**src/rtl/eth_tx_dma_timestamp_resp.sv**
```systemverilog
// TX egress timestamp response matcher.
// Pairs MAC timestamp responses with queued fingerprints and feeds the DMA.
module eth_tx_dma_timestamp_resp #(
  parameter int TS_WIDTH   = 96,
  parameter int FP_WIDTH   = 8,
  parameter int FIFO_DEPTH = 8,
  parameter int FIFO_AW    = 3,
  parameter int CNT_WIDTH  = 16
) (
  input  logic                 clock,
  input  logic                 reset,
  input  logic                 asi_fingerprint_valid,
  input  logic [FP_WIDTH-1:0]  asi_fingerprint,
  output logic                 asi_fingerprint_ready,
  input  logic                 tstamp_rsp_valid,
  input  logic [TS_WIDTH-1:0]  tstamp_rsp_data,
  input  logic [FP_WIDTH-1:0]  tstamp_rsp_fingerprint,
  output logic                 aso_ts_valid,
  input  logic                 aso_ts_ready,
  output logic [TS_WIDTH-1:0]  aso_ts_data,
  output logic [FP_WIDTH-1:0]  aso_ts_fingerprint,
  output logic [FIFO_AW:0]     pending_count,
  output logic [CNT_WIDTH-1:0] stat_matched,
  output logic [CNT_WIDTH-1:0] stat_skipped,
  output logic [CNT_WIDTH-1:0] stat_orphan,
  output logic [CNT_WIDTH-1:0] stat_overflow
);

  typedef enum logic [1:0] {
    IDLE  = 2'd0,
    CHECK = 2'd1,
    OUT   = 2'd2
  } state_t;

  localparam logic [FIFO_AW:0]     FULL     = (FIFO_AW+1)'(FIFO_DEPTH);
  localparam logic [FIFO_AW:0]     CNT_ONE  = 1;
  localparam logic [FIFO_AW-1:0]   PTR_ONE  = 1;
  localparam logic [CNT_WIDTH-1:0] STAT_ONE = 1;

  state_t state;
  state_t state_nxt;

  logic [FP_WIDTH-1:0] mem [FIFO_DEPTH];
  logic [FIFO_AW-1:0]  wr_ptr;
  logic [FIFO_AW-1:0]  rd_ptr;
  logic [FIFO_AW:0]    count_nxt;
  logic                push;
  logic                pop;
  logic                empty;
  logic [FP_WIDTH-1:0] head;

  logic                hold_valid;
  logic [TS_WIDTH-1:0] hold_ts;
  logic [FP_WIDTH-1:0] hold_fp;
  logic                hold_clr;

  logic load_out;
  logic out_clr;
  logic inc_match;
  logic inc_skip;
  logic inc_orphan;
  logic inc_ovf;

  assign push    = asi_fingerprint_valid & asi_fingerprint_ready;
  assign empty   = (pending_count == '0);
  assign head    = mem[rd_ptr];
  assign inc_ovf = tstamp_rsp_valid & hold_valid;

  // Occupancy after this cycle's push/pop
  always_comb begin
    count_nxt = pending_count;
    if (push && !pop)
      count_nxt = pending_count + CNT_ONE;
    else if (!push && pop)
      count_nxt = pending_count - CNT_ONE;
  end

  // Fingerprint storage, no reset needed
  always_ff @(posedge clock) begin
    if (push)
      mem[wr_ptr] <= asi_fingerprint;
  end

  // Queue pointers, occupancy and registered ready
  always_ff @(posedge clock) begin
    if (reset) begin
      wr_ptr                <= '0;
      rd_ptr                <= '0;
      pending_count         <= '0;
      asi_fingerprint_ready <= 1'b1;
    end else begin
      if (push)
        wr_ptr <= wr_ptr + PTR_ONE;
      if (pop)
        rd_ptr <= rd_ptr + PTR_ONE;
      pending_count         <= count_nxt;
      asi_fingerprint_ready <= (count_nxt != FULL);
    end
  end

  // Single-entry hold register; a busy hold drops new responses
  always_ff @(posedge clock) begin
    if (reset) begin
      hold_valid <= 1'b0;
      hold_ts    <= '0;
      hold_fp    <= '0;
    end else if (tstamp_rsp_valid && !hold_valid) begin
      hold_valid <= 1'b1;
      hold_ts    <= tstamp_rsp_data;
      hold_fp    <= tstamp_rsp_fingerprint;
    end else if (hold_clr) begin
      hold_valid <= 1'b0;
    end
  end

  // FSM state register
  always_ff @(posedge clock) begin
    if (reset)
      state <= IDLE;
    else
      state <= state_nxt;
  end

  // FSM next-state logic
  always_comb begin
    state_nxt = state;
    unique case (state)
      IDLE: begin
        if (hold_valid)
          state_nxt = CHECK;
      end
      CHECK: begin
        if (empty)
          state_nxt = IDLE;
        else if (head == hold_fp)
          state_nxt = OUT;
      end
      OUT: begin
        if (aso_ts_valid && aso_ts_ready)
          state_nxt = IDLE;
      end
      default: state_nxt = IDLE;
    endcase
  end

  // FSM control strobes
  always_comb begin
    pop        = 1'b0;
    hold_clr   = 1'b0;
    load_out   = 1'b0;
    out_clr    = 1'b0;
    inc_match  = 1'b0;
    inc_skip   = 1'b0;
    inc_orphan = 1'b0;
    unique case (state)
      IDLE: ;
      CHECK: begin
        if (empty) begin
          inc_orphan = 1'b1;
          hold_clr   = 1'b1;
        end else if (head == hold_fp) begin
          pop       = 1'b1;
          load_out  = 1'b1;
          inc_match = 1'b1;
        end else begin
          pop      = 1'b1;
          inc_skip = 1'b1;
        end
      end
      OUT: begin
        if (aso_ts_valid && aso_ts_ready) begin
          out_clr  = 1'b1;
          hold_clr = 1'b1;
        end
      end
      default: ;
    endcase
  end

  // Registered output toward the DMA
  always_ff @(posedge clock) begin
    if (reset) begin
      aso_ts_valid       <= 1'b0;
      aso_ts_data        <= '0;
      aso_ts_fingerprint <= '0;
    end else if (load_out) begin
      aso_ts_valid       <= 1'b1;
      aso_ts_data        <= hold_ts;
      aso_ts_fingerprint <= hold_fp;
    end else if (out_clr) begin
      aso_ts_valid <= 1'b0;
    end
  end

  // Saturating statistics counters
  always_ff @(posedge clock) begin
    if (reset) begin
      stat_matched  <= '0;
      stat_skipped  <= '0;
      stat_orphan   <= '0;
      stat_overflow <= '0;
    end else begin
      if (inc_match && stat_matched != '1)
        stat_matched <= stat_matched + STAT_ONE;
      if (inc_skip && stat_skipped != '1)
        stat_skipped <= stat_skipped + STAT_ONE;
      if (inc_orphan && stat_orphan != '1)
        stat_orphan <= stat_orphan + STAT_ONE;
      if (inc_ovf && stat_overflow != '1)
        stat_overflow <= stat_overflow + STAT_ONE;
    end
  end

endmodule

```
**config.mk**
```make
export PLATFORM = sky130hd
export DESIGN_NAME = eth_tx_dma_timestamp_resp
export DESIGN_NICKNAME = d
export VERILOG_FILES = /design/src/rtl/eth_tx_dma_timestamp_resp.sv
export SDC_FILE = /design/constraint.sdc
export NUM_CORES = 1
export LEC_CHECK = 0
export BUFFER_PORTS_ARGS = -buffer_cell sky130_fd_sc_hd__buf_2
export CAP_MARGIN = 10
export CELL_PAD_IN_SITES_DETAIL_PLACEMENT = 1
export CELL_PAD_IN_SITES_GLOBAL_PLACEMENT = 2
export CORE_UTILIZATION = 35
export DETAILED_ROUTE_END_ITERATION = 7
export PLACE_DENSITY = 0.89
export SETUP_SLACK_MARGIN = 0.2
export SYNTH_ARGS = -nofsm -noshare
export SYNTH_HDL_FRONTEND = slang
export SYNTH_SLANG_ARGS = --single-unit
export TNS_END_PERCENT = 30
```
**constraint.sdc**
```tcl
create_clock -name clock -period 4.5 [get_ports clock]
set_clock_uncertainty 0.05 [all_clocks]
set_input_delay 0.45 -clock clock [delete_from_list [all_inputs] [get_ports clock]]
set_output_delay 0.45 -clock clock [all_outputs]
set_load 0.05 [all_outputs]
```
* Word-level counts from Yosys, hierarchy flattened
Memory sizes are Yosys's and may differ from the RTL's. A register that Yosys moved wholly into a read port is not among the register bits. Index checks and enable logic that the tools add are counted.
Cells by class: mux-type cells 28, bitwise operators 2, $add $sub $neg 8, magnitude comparators 0, multipliers 0, eq/ne operators 11, shifts and indexed selects 0, div/mod/pow operators 0, reduce and logical (&&, ||, !) cells 16
Operators with widths (count):
- adder 16 x 1 -> 16 bit (second input constant) | 4
- != test 16 bit (second input constant) | 4
- two-way mux 1 bit | 18
- == test 8 bit | 1
- logical AND 1 bit | 8
- two-way mux 2 bit | 4
- two-way mux 4 bit | 2
- adder 3 x 1 -> 3 bit (second input constant) | 2
- two-way mux 3 bit | 2
- case mux 2 bit (3 select lines) | 1
- adder 4 x 1 -> 4 bit (second input constant) | 1
- zero test 4 bit | 1
- != test 2 bit (second input constant) | 2
- != test 4 bit (second input constant) | 1
- nonzero test 2 bit | 2
- subtractor 4 x 1 -> 4 bit (second input constant) | 1
- zero test 1 bit | 3
- != test 3 bit (second input constant) | 1
- AND reduction 3 bit | 1
- AND 1 bit | 2
- == test 2 x 1 -> 1 bit (second input constant) | 1
- == test 2 bit (second input constant) | 1
- zero test 2 bit | 1
- case mux 1 bit (2 select lines) | 1
Storage, ports and cells: bits in read-only memories 0, bits of input ports 117, memories kept 1, word-level logic and storage cells 81, RAM bits 64, output and inout bits 174, bits in registers 287, bits in latches 0
Memories:
- mem | words 8, width 8, read ports 1, clocked after memory_dff 1, write ports 1, RTL line 43 | logic [FP_WIDTH-1:0] mem [FIFO_DEPTH];

* Longest topological paths before layout
Gate-level depths: netlist (run 1).
word-level depth 7, depth in mapped cells 11, gate-level depth less buffers 9

* Worst setup path before layout (run 1)
OpenSTA, ideal clock, no wires.
kind reg2reg, start reg with a tool-made name, end reg stat_matched[15], required time 4.329 ns, stages on the path, launching flop included 10, library setup time 0.121 ns, clock period less this slack 2.938 ns, path buffers 2, data arrival time 2.767 ns, path slack 1.562 ns, cells stage by stage dfxtp_1 buf_1 mux4_2 mux2i_1 xor2_1 nand3_1 or4_1 buf_2 nor4_1 mux2_2
RTL lines:
- to (signal assigned) | RTL line 204 | stat_matched <= stat_matched + STAT_ONE;
- to (decl) | RTL line 23 | output logic [CNT_WIDTH-1:0] stat_matched,

==> results.yml, run 1 <==
timing:
  finalHoldViolations: 0
  drv_slew: 0
  rsz0062_at_grt: "false"
  finalCriticalPeriod_ns: 3.81
  fmax_ghz: 0.262
  setup_viol: 0
  fin_setup_tns_ns: 0
  maxSlewHeadroom: 0.303
  fin_crit_sh: 0.847
  tightestPinTransition_ns: 1.05
clocking:
  h-tree-depth: 2
  clock-sinks: 354
  cts_root_buf: "clkbuf_16"
  cts_buffer_depth: 3
  cts_resized: 0
  clkLatencyLatePin_ns: 0.55
  post_cts_buffers: 0
  cts_hold_buf: 0
  numCtsBuffers: 40
  cts_tree: "built"
  path_clk_slew_ns: 0.07
critical_path:
  cp-end-kind: "flop"
  crit_fanout: 40
  crit_type: "reg -> reg"
  arrival_ns: 4.19
  critPathLaunchType: "flop"
  r2r_end: "stat_matched[15]"
  rrSetupSlack_ns: 0.69
  crit_path_end: "stat_matched[15]"
  critical_path_required_ns: 4.88
  r2r.worst_path.cells: 8
floorplan:
  die_width_um: 199
  pin_count: 291
  die-area_sq_mm: 0.0395
  core_sq_mm: 0.0379
  die_h_um: 199
  rows: 71
  start_util: 0.357
synth:
  ys_seq_area_frac: 0.570
  ys_top_cells_by_area: "dfxtp_1 43%, edfxtp_1 14%, nand2_1 13%"
  synth-edff-count: 64
  synth_area_sq_mm: 0.0136
  syn_nets: 1622
  synth_top_area_frac: 0.428
  syn_inst: 1494
  yosysTopAreaCell: "dfxtp_1"
  synth_ff_type: "dfxtp_1"
  ys_types: 49
  syn_avg_cell_area_sq_um: 9.07
  ys_async_sr_fraction: 0
  ys_seq_elements: 354
  synth.yosys.warnings: 0
hold_path:
  holdCritPathClass: "in -> reg"
pwr:
  switchingPower_uw: 1730
  internal-power_uw: 5380
  p_comb_frac: 0.088
  p_leak_uw: 0.00665
  vdd_drop_max_mv: 0.259
  p_sw_frac: 0.244
  seqPwrFrac: 0.479
  power_uw: 7110
  p_clk_frac: 0.433
  power_density_mw_per_mm2: 425
drt:
  detail_route.iter0.violations: 454
  vias: 11300
  routedWlPerCell_um: 17.2
  drc: 0
  viasPerCell: 4.95
  ant_nets: 0
  wl_um: 39500
  dr.pass1.iters: 4
grt:
  gr-usage-all-layers: 0.196
  antenna_found_initial: 10
  grt_pass1_wl_um: 61100
  grt_pass1_vias: 11400
  grt_max_degree: 167
  grt_overflow: 0
outcome:
  status: "finished, final reports clean"
layout:
  final_cell_mix: "453 x nand2_1, 290 x dfxtp_1, 290 x buf_2"
  drive_above_1_share: 0.226
  nNetsFinal: 1878
  area_growth_pct: 23.4
  final_common_cell: "nand2_1"
place:
  portBuffers: 290
  place_hpwl_um: 26000
  gp_congestion: 0.740
job:
  maxCapViolCount: 0
[area by class of cell]
cell class	instances	area (sq um)
flip-flops and latches	354	7730
clock inverters	10	71.3
inverters	12	45.0
repair buffers	309	1640
well taps	511	639
clock buffers	57	1150
diodes	7	17.5
fillers	4495	21200
multi-input cells	1033	5440
[cells by family after synthesis]
group / Yosys count / synth area share
compound gates: 277 / 0.111
simple gates: 665 / 0.210
xor+xnor: 38 / 0.0246
fa+ha+maj: 11 / 0.0102
mux: 42 / 0.0434
buf+inv: 107 / 0.0314
flops: 354 / 0.570
[cells in the mapped netlist (2+ instances only)]
master,instances
a211oi_1,2
a21o_1,2
a21oi_1,230
a22o_1,4
and2_1,4
and3_1,13
and4_1,4
buf_1,11
buf_2,10
clkbuf_1,72
dfxtp_1,290
edfxtp_1,64
ha_1,11
inv_1,12
mux2_2,14
mux2i_1,16
mux4_2,12
nand2_1,453
nand2b_1,5
nand3_1,36
nand3b_1,4
nand4_1,12
nor2_1,62
nor2b_1,21
nor3_1,17
nor4_1,7
o21ai_0,11
o311ai_0,6
o31ai_1,8
o41ai_1,6
or2_2,7
or3_1,8
or4_1,8
xnor2_1,12
xor2_1,26
[layer usage]
layer / track usage / routed length (um)
met1: 0.236 / 17000
met2: 0.337 / 19500
met3: 0.0495 / 2050
met4: 0.0712 / 956
met5: 0 / 44
[state kept, by name (all words and copies together), names as in the netlist, named ones only]
signal / cells
asi_fingerprint_ready: 1
aso_ts_data: 96
aso_ts_fingerprint: 8
aso_ts_valid: 1
hold_fp: 8
hold_ts: 96
hold_valid: 1
mem: 64
pending_count: 4
rd_ptr: 3
stat_matched: 16
stat_orphan: 16
stat_overflow: 16
stat_skipped: 16
state: 2
wr_ptr: 3
[power by group through the flow]
stage                     Combinational, uW  Clock, uW  Sequential (uW)
final                                   625       3080             3410
after global routing                    691       3290             3420
after CTS                               633       3180             3410
after detailed placement                625          0             3480
after global placement                  604          0             3470
after floorplan                         381          0             3500
[worst max-delay path, cell delays in order, from the launching register on]
cell,delay [ns]
dfxtp_1,0.71
buf_4,0.28
mux4_2,0.50
mux2i_1,0.17
xor2_1,0.19
o2111ai_1,0.31
or4_4,0.74
nor4_1,0.36
mux2_2,0.37
[per-stage QoR]
step	worst slack (ns)	hold WS (ns)	std cells	cell area, sq um	util
6_report	0.689	0.0892	2293	16700	0.441
5_1_grt	0.392	0.0754	2289	16700	0.441
3_3_place_gp	0.726	0.386	2218	15500	0.408
3_5_place_dp	0.652	0.394	2218	15500	0.408
4_1_cts	0.632	0.0585	2285	16700	0.440
2_1_floorplan	1.56	0.382	1494	13600	-
[worst min-delay path by stage]
stage	startpoint	to	slack [ns]	depth (start not counted)
5_1_grt	tstamp_rsp_data[68]	hold_ts[68]	0.08	3
6_report	tstamp_rsp_fingerprint[1]	hold_fp[1]	0.09	3
3_5_place_dp	aso_ts_data[45]	aso_ts_data[45]	0.39	2
3_3_place_gp	hold_ts[17]	aso_ts_data[17]	0.39	2
2_1_floorplan	hold_ts[74]	aso_ts_data[74]	0.38	2
4_1_cts	tstamp_rsp_data[66]	hold_ts[66]	0.06	3
(Power assumes the default switching activity.)
==> inputs of run 2 (changes only) <==
- ABC_AREA: unset -> 1
- CORE_UTILIZATION: 35 -> 32
- PLACE_DENSITY: 0.89 -> 0.85
- clock period: 4.5 -> 3.6 ns (I/O delays scaled with it)
==> results.yml, run 2 <==
timing:
  finalHoldViolations: 0
  maxSlewHeadroom: 0.255
  setup_viol: 0
  drv_slew: 0
  whs_ns: 0.0319
  rsz0062_at_grt: "false"
  finalCriticalPeriod_ns: 3.07
  fin_crit_sh: 0.852
  layout_setup_ws_ns: 0.533
  fmax_ghz: 0.326
  fin_setup_tns_ns: 0
  tightestPinTransition_ns: 1.11
layout:
  drive_above_1_share: 0.183
  area_growth_pct: 29.5
  final_cell_mix: "437 x nand2_1, 290 x dfxtp_1, 289 x buf_2"
  final_common_cell: "nand2_1"
  reg.largest.list: "aso_ts_data x96, hold_ts x96, mem x64"
  nNetsFinal: 2289
  utilization: 0.421
drt:
  drc: 0
  ant_nets: 0
  viasPerCell: 4.83
  detail_route.iter0.violations: 635
  routedWlPerCell_um: 17.1
  vias: 13500
  wl_um: 47700
  dr.pass1.iters: 4
critical_path:
  cp-end-kind: "flop"
  crit_type: "reg -> reg"
  r2r_end: "aso_ts_data[10]"
  crit_fanout: 24
  critical_path_required_ns: 4.01
  rrSetupSlack_ns: 0.53
  crit_path_end: "aso_ts_data[10]"
  critPathLaunchType: "flop"
  r2r.worst_path.cells: 14
  arrival_ns: 3.47
synth:
  synth_ff_type: "dfxtp_1"
  ys_seq_area_frac: 0.538
  synth.yosys.warnings: 0
  ys_types: 43
  synth-edff-count: 64
  ys_top_cells_by_area: "dfxtp_1 40%, edfxtp_1 13%, nand2_1 11%"
  yosysTopAreaCell: "dfxtp_1"
  synth_top_area_frac: 0.404
  ys_seq_elements: 354
  synth.most_common_cell: "nand2_1"
  yosys-top-cells-count: "437 x nand2_1, 290 x dfxtp_1, 275 x nor2_1"
  syn_inst: 1807
  syn_nets: 1935
  ys_async_sr_fraction: 0
  syn_avg_cell_area_sq_um: 7.95
  synth_area_sq_mm: 0.0144
pwr:
  switchingPower_uw: 2810
  p_leak_uw: 0.00789
  seqPwrFrac: 0.438
  p_sw_frac: 0.282
  power_density_mw_per_mm2: 535
  internal-power_uw: 7150
  p_comb_frac: 0.143
  p_clk_frac: 0.420
  vdd_drop_max_mv: 0.355
grt:
  grt.met1_usage: 0.254
  top_usage_layer: "met2"
  antenna_found_initial: 4
  grt_pass1_vias: 14000
  met2_usage: 0.336
  grt_overflow: 0
  grt_max_degree: 150
  grtUsageMet3: 0.0592
  grt_pass1_wl_um: 74100
  gr-usage-all-layers: 0.205
hold_path:
  min_from: "tstamp_rsp_data[60]"
  holdCritPathClass: "in -> reg"
floorplan:
  die-area_sq_mm: 0.0457
  core_sq_mm: 0.0442
  start_util: 0.325
  die_h_um: 214
  pin_count: 291
  die_width_um: 214
  rows: 77
place:
  portBuffers: 290
  gp_congestion: 0.814
  place_hpwl_um: 30700
  post-place-ws_ns: 0.541
clocking:
  clock-sinks: 354
  cts_buffer_depth: 3
  cts_root_buf: "clkbuf_16"
  post_cts_buffers: 0
  numCtsBuffers: 41
  path_clk_slew_ns: 0.06
  h-tree-depth: 2
  cts_tree: "built"
  clkLatencyLatePin_ns: 0.56
job:
  maxCapViolCount: 0
outcome:
  status: "finished, final reports clean"
[run 2: timing repair]
action                                 CTS  global route
endpoints found under the hold margin   93             0
hold buffers                            93             0
resized for setup                        0             0
[run 2: worst max-delay path, stage by stage, from the launching register on]
cell and delay, ns:
dfxtp_1 0.54, buf_4 0.35, nor2_1 0.10, nor2_1 0.12, o21ai_1 0.08, nand3_1 0.13, nand3_1 0.09, nand2_1 0.07
nand2_1 0.07, nor2_4 0.16, nand2_4 0.17, nor2_4 0.53, buf_12 0.23, nand2_1 0.09, a21oi_1 0.16
[run 2: worst min-delay path by stage]
stage,endpoint,slack (ns),cells past startpoint
after floorplan,flop,0.36,1
after global placement,rd_ptr[2],0.38,1
after detailed placement,flop,0.39,1
after CTS,hold_ts[60],0.004,3
after global routing,mem[2][6],0.02,1
final,hold_ts[60],0.03,3
[run 2: cell families (layout without fill, tap and decap cells)]
family          after synthesis  after routing  synth area share
mux                           1              1          0.000697
fa+ha+maj                    11             11           0.00958
compound gates              313            313             0.113
simple gates                872            872             0.249
flops                       354            354             0.538
buf+inv                     227            610            0.0715
xor+xnor                     29             29            0.0177
other cells                   0              2                 0
[run 2: power groups by stage]
| stage | registers (uW) | clock network (uW) | logic, uW |
|---|---|---|---|
| 2_1_floorplan | 4500 | 0 | 862 |
| 3_3_place_gp | 4430 | 0 | 1290 |
| 3_5_place_dp | 4440 | 0 | 1340 |
| 4_1_cts | 4360 | 4300 | 1430 |
| 5_1_grt | 4380 | 4440 | 1610 |
| 6_report | 4360 | 4180 | 1420 |
[run 2: per-layer routing]
| metal | up-vias | share of wire |
|---|---|---|
| met3 | 97 | 0.067 |
| met2 | 301 | 0.46 |
| met5 | - | 0.00057 |
| li1 | 6581 | - |
| met1 | 6472 | 0.44 |
| met4 | 4 | 0.031 |
[run 2: cell type report]
cell class              count  area [sq um]
repair buffers            408          2670
clock inverters            17           179
well taps                 592           741
multi-input cells        1226          5620
inverters                 130           495
clock buffers              55          1160
flip-flops and latches    354          7730
diodes                      2          5.00
fillers                  5371         25600
[run 2: per-stage QoR]
stage          std cells  area, sq um  power [uW]
6_report            2784        18600        9960
5_1_grt             2784        18600       10400
4_1_cts             2782        18600       10100
3_5_place_dp        2617        16300        5780
3_3_place_gp        2617        16300        5720
2_1_floorplan       1807        14400        5360
==> inputs of run 3 (changes only) <==
- HOLD_SLACK_MARGIN: unset -> 0.05
==> results.yml, run 3 (synthesis results as in run 2) <==
clocking:
  cts_hold_buf: 108
  cts_resized: 0
  cts_root_buf: "clkbuf_16"
  h-tree-depth: 2
  clkLatencyLatePin_ns: 0.56
  clock-sinks: 354
  numCtsBuffers: 41
  cts_tree: "built"
  cts_buffer_depth: 3
  post_cts_buffers: 0
  path_clk_slew_ns: 0.06
grt:
  grt_pass1_vias: 14100
  grt_pass1_wl_um: 74500
  gr-usage-all-layers: 0.206
  grt_max_degree: 150
  antenna_found_initial: 4
  grt_overflow: 0
floorplan:
  pin_count: 291
  core_sq_mm: 0.0442
  start_util: 0.325
  die_width_um: 214
  die-area_sq_mm: 0.0457
  rows: 77
  die_h_um: 214
pwr:
  seqPwrFrac: 0.437
  power_density_mw_per_mm2: 531
  p_comb_frac: 0.144
  vdd_drop_max_mv: 0.355
  switchingPower_uw: 2810
  p_sw_frac: 0.282
  p_leak_uw: 0.00796
  power_uw: 9970
  p_clk_frac: 0.419
  internal-power_uw: 7160
place:
  place_hpwl_um: 30700
  place_area_sq_mm: 0.0163
  portBuffers: 290
  gp_congestion: 0.814
  post-place-ws_ns: 0.541
critical_path:
  cp-end-kind: "flop"
  crit_fanout: 25
  arrival_ns: 3.50
  critPathLaunchType: "flop"
  crit_type: "reg -> reg"
  critical_path_required_ns: 4.01
drt:
  routed-wl-met2_um: 22300
  detail_route.iter0.violations: 603
  wl_um: 48000
  highest_layer: "met5"
  viasPerCell: 4.83
  vias: 13500
  met3RoutedLength_um: 3090
  drc: 0
  dr.pass1.iters: 5
  ant_nets: 0
  routedWlPerCell_um: 17.2
  wl_met1_um: 21100
timing:
  finalHoldViolations: 0
  maxSlewHeadroom: 0.247
  fmax_ghz: 0.324
  fin_crit_sh: 0.858
  tightestPinTransition_ns: 1.13
  fin_setup_tns_ns: 0
  rsz0062_at_grt: "false"
  drv_slew: 0
  setup_viol: 0
  finalCriticalPeriod_ns: 3.09
  layout_setup_ws_ns: 0.511
layout:
  utilization: 0.424
  design_area_sq_mm: 0.0188
  final_common_cell: "nand2_1"
  drive_above_1_share: 0.182
  area_growth_pct: 30.6
  nNetsFinal: 2304
  reg.largest.list: "aso_ts_data x96, hold_ts x96, mem x64"
  final_cell_mix: "437 x nand2_1, 290 x dfxtp_1, 289 x buf_2"
job:
  maxCapViolCount: 0
hold_path:
  holdCritPathClass: "in -> reg"
outcome:
  status: "finished, final reports clean"
[run 3: worst paths after layout]
kind                                  start         endpoint  slack (ns)  cells past startpoint
hold / removal    tstamp_rsp_fingerprint[7]       hold_fp[7]        0.09                      3
setup / recovery                       flop  aso_ts_data[61]        0.51                     14
setup reg to reg                       flop  aso_ts_data[61]        0.51                     14
hold reg to reg                   rd_ptr[2]             flop        0.40                      1
[run 3: layout make-up]
type	instances	area, sq um
Inverter	130	495
Sequential cell	354	7730
Fill cell	5374	25500
Antenna cell	3	7.51
Clock buffer	55	1160
Multi-Input combinational cell	1226	5620
Timing Repair Buffer	423	2820
Tap cell	592	741
Clock inverter	17	179
[run 3: critical path, cell delays in order, from the launching register on]
cell	delay, ns
dfxtp_1	0.54
buf_4	0.35
nor2_1	0.10
nor2_1	0.13
o21ai_1	0.08
nand3_1	0.13
nand3_1	0.09
nand2_1	0.07
nand2_1	0.07
nor2_4	0.16
nand2_4	0.18
nor2_4	0.53
buf_12	0.26
nand2_1	0.08
a21oi_1	0.16
[run 3: through the flow]
step | hold WS, ns | std cells
floorplan | 0.362 | 1807
global placement | 0.382 | 2617
detailed placement | 0.392 | 2617
CTS | 0.0602 | 2797
global route | 0.102 | 2800
finish | 0.0906 | 2800
[run 3: routing by layer]
metal / global-route usage / vias to the layer above
met1: 0.256 / 6482
met4: 0.0805 / 2
met2: 0.338 / 317
met5: 0 / -
met3: 0.0581 / 102
li1: - / 6613
[run 3: power by group through the flow]
stage / clock network (uW) / registers (uW) / logic (uW)
finish: 4170 / 4360 / 1440
global route: 4440 / 4380 / 1620
CTS: 4300 / 4360 / 1440
detailed placement: 0 / 4440 / 1340
global placement: 0 / 4430 / 1290
floorplan: 0 / 4500 / 862
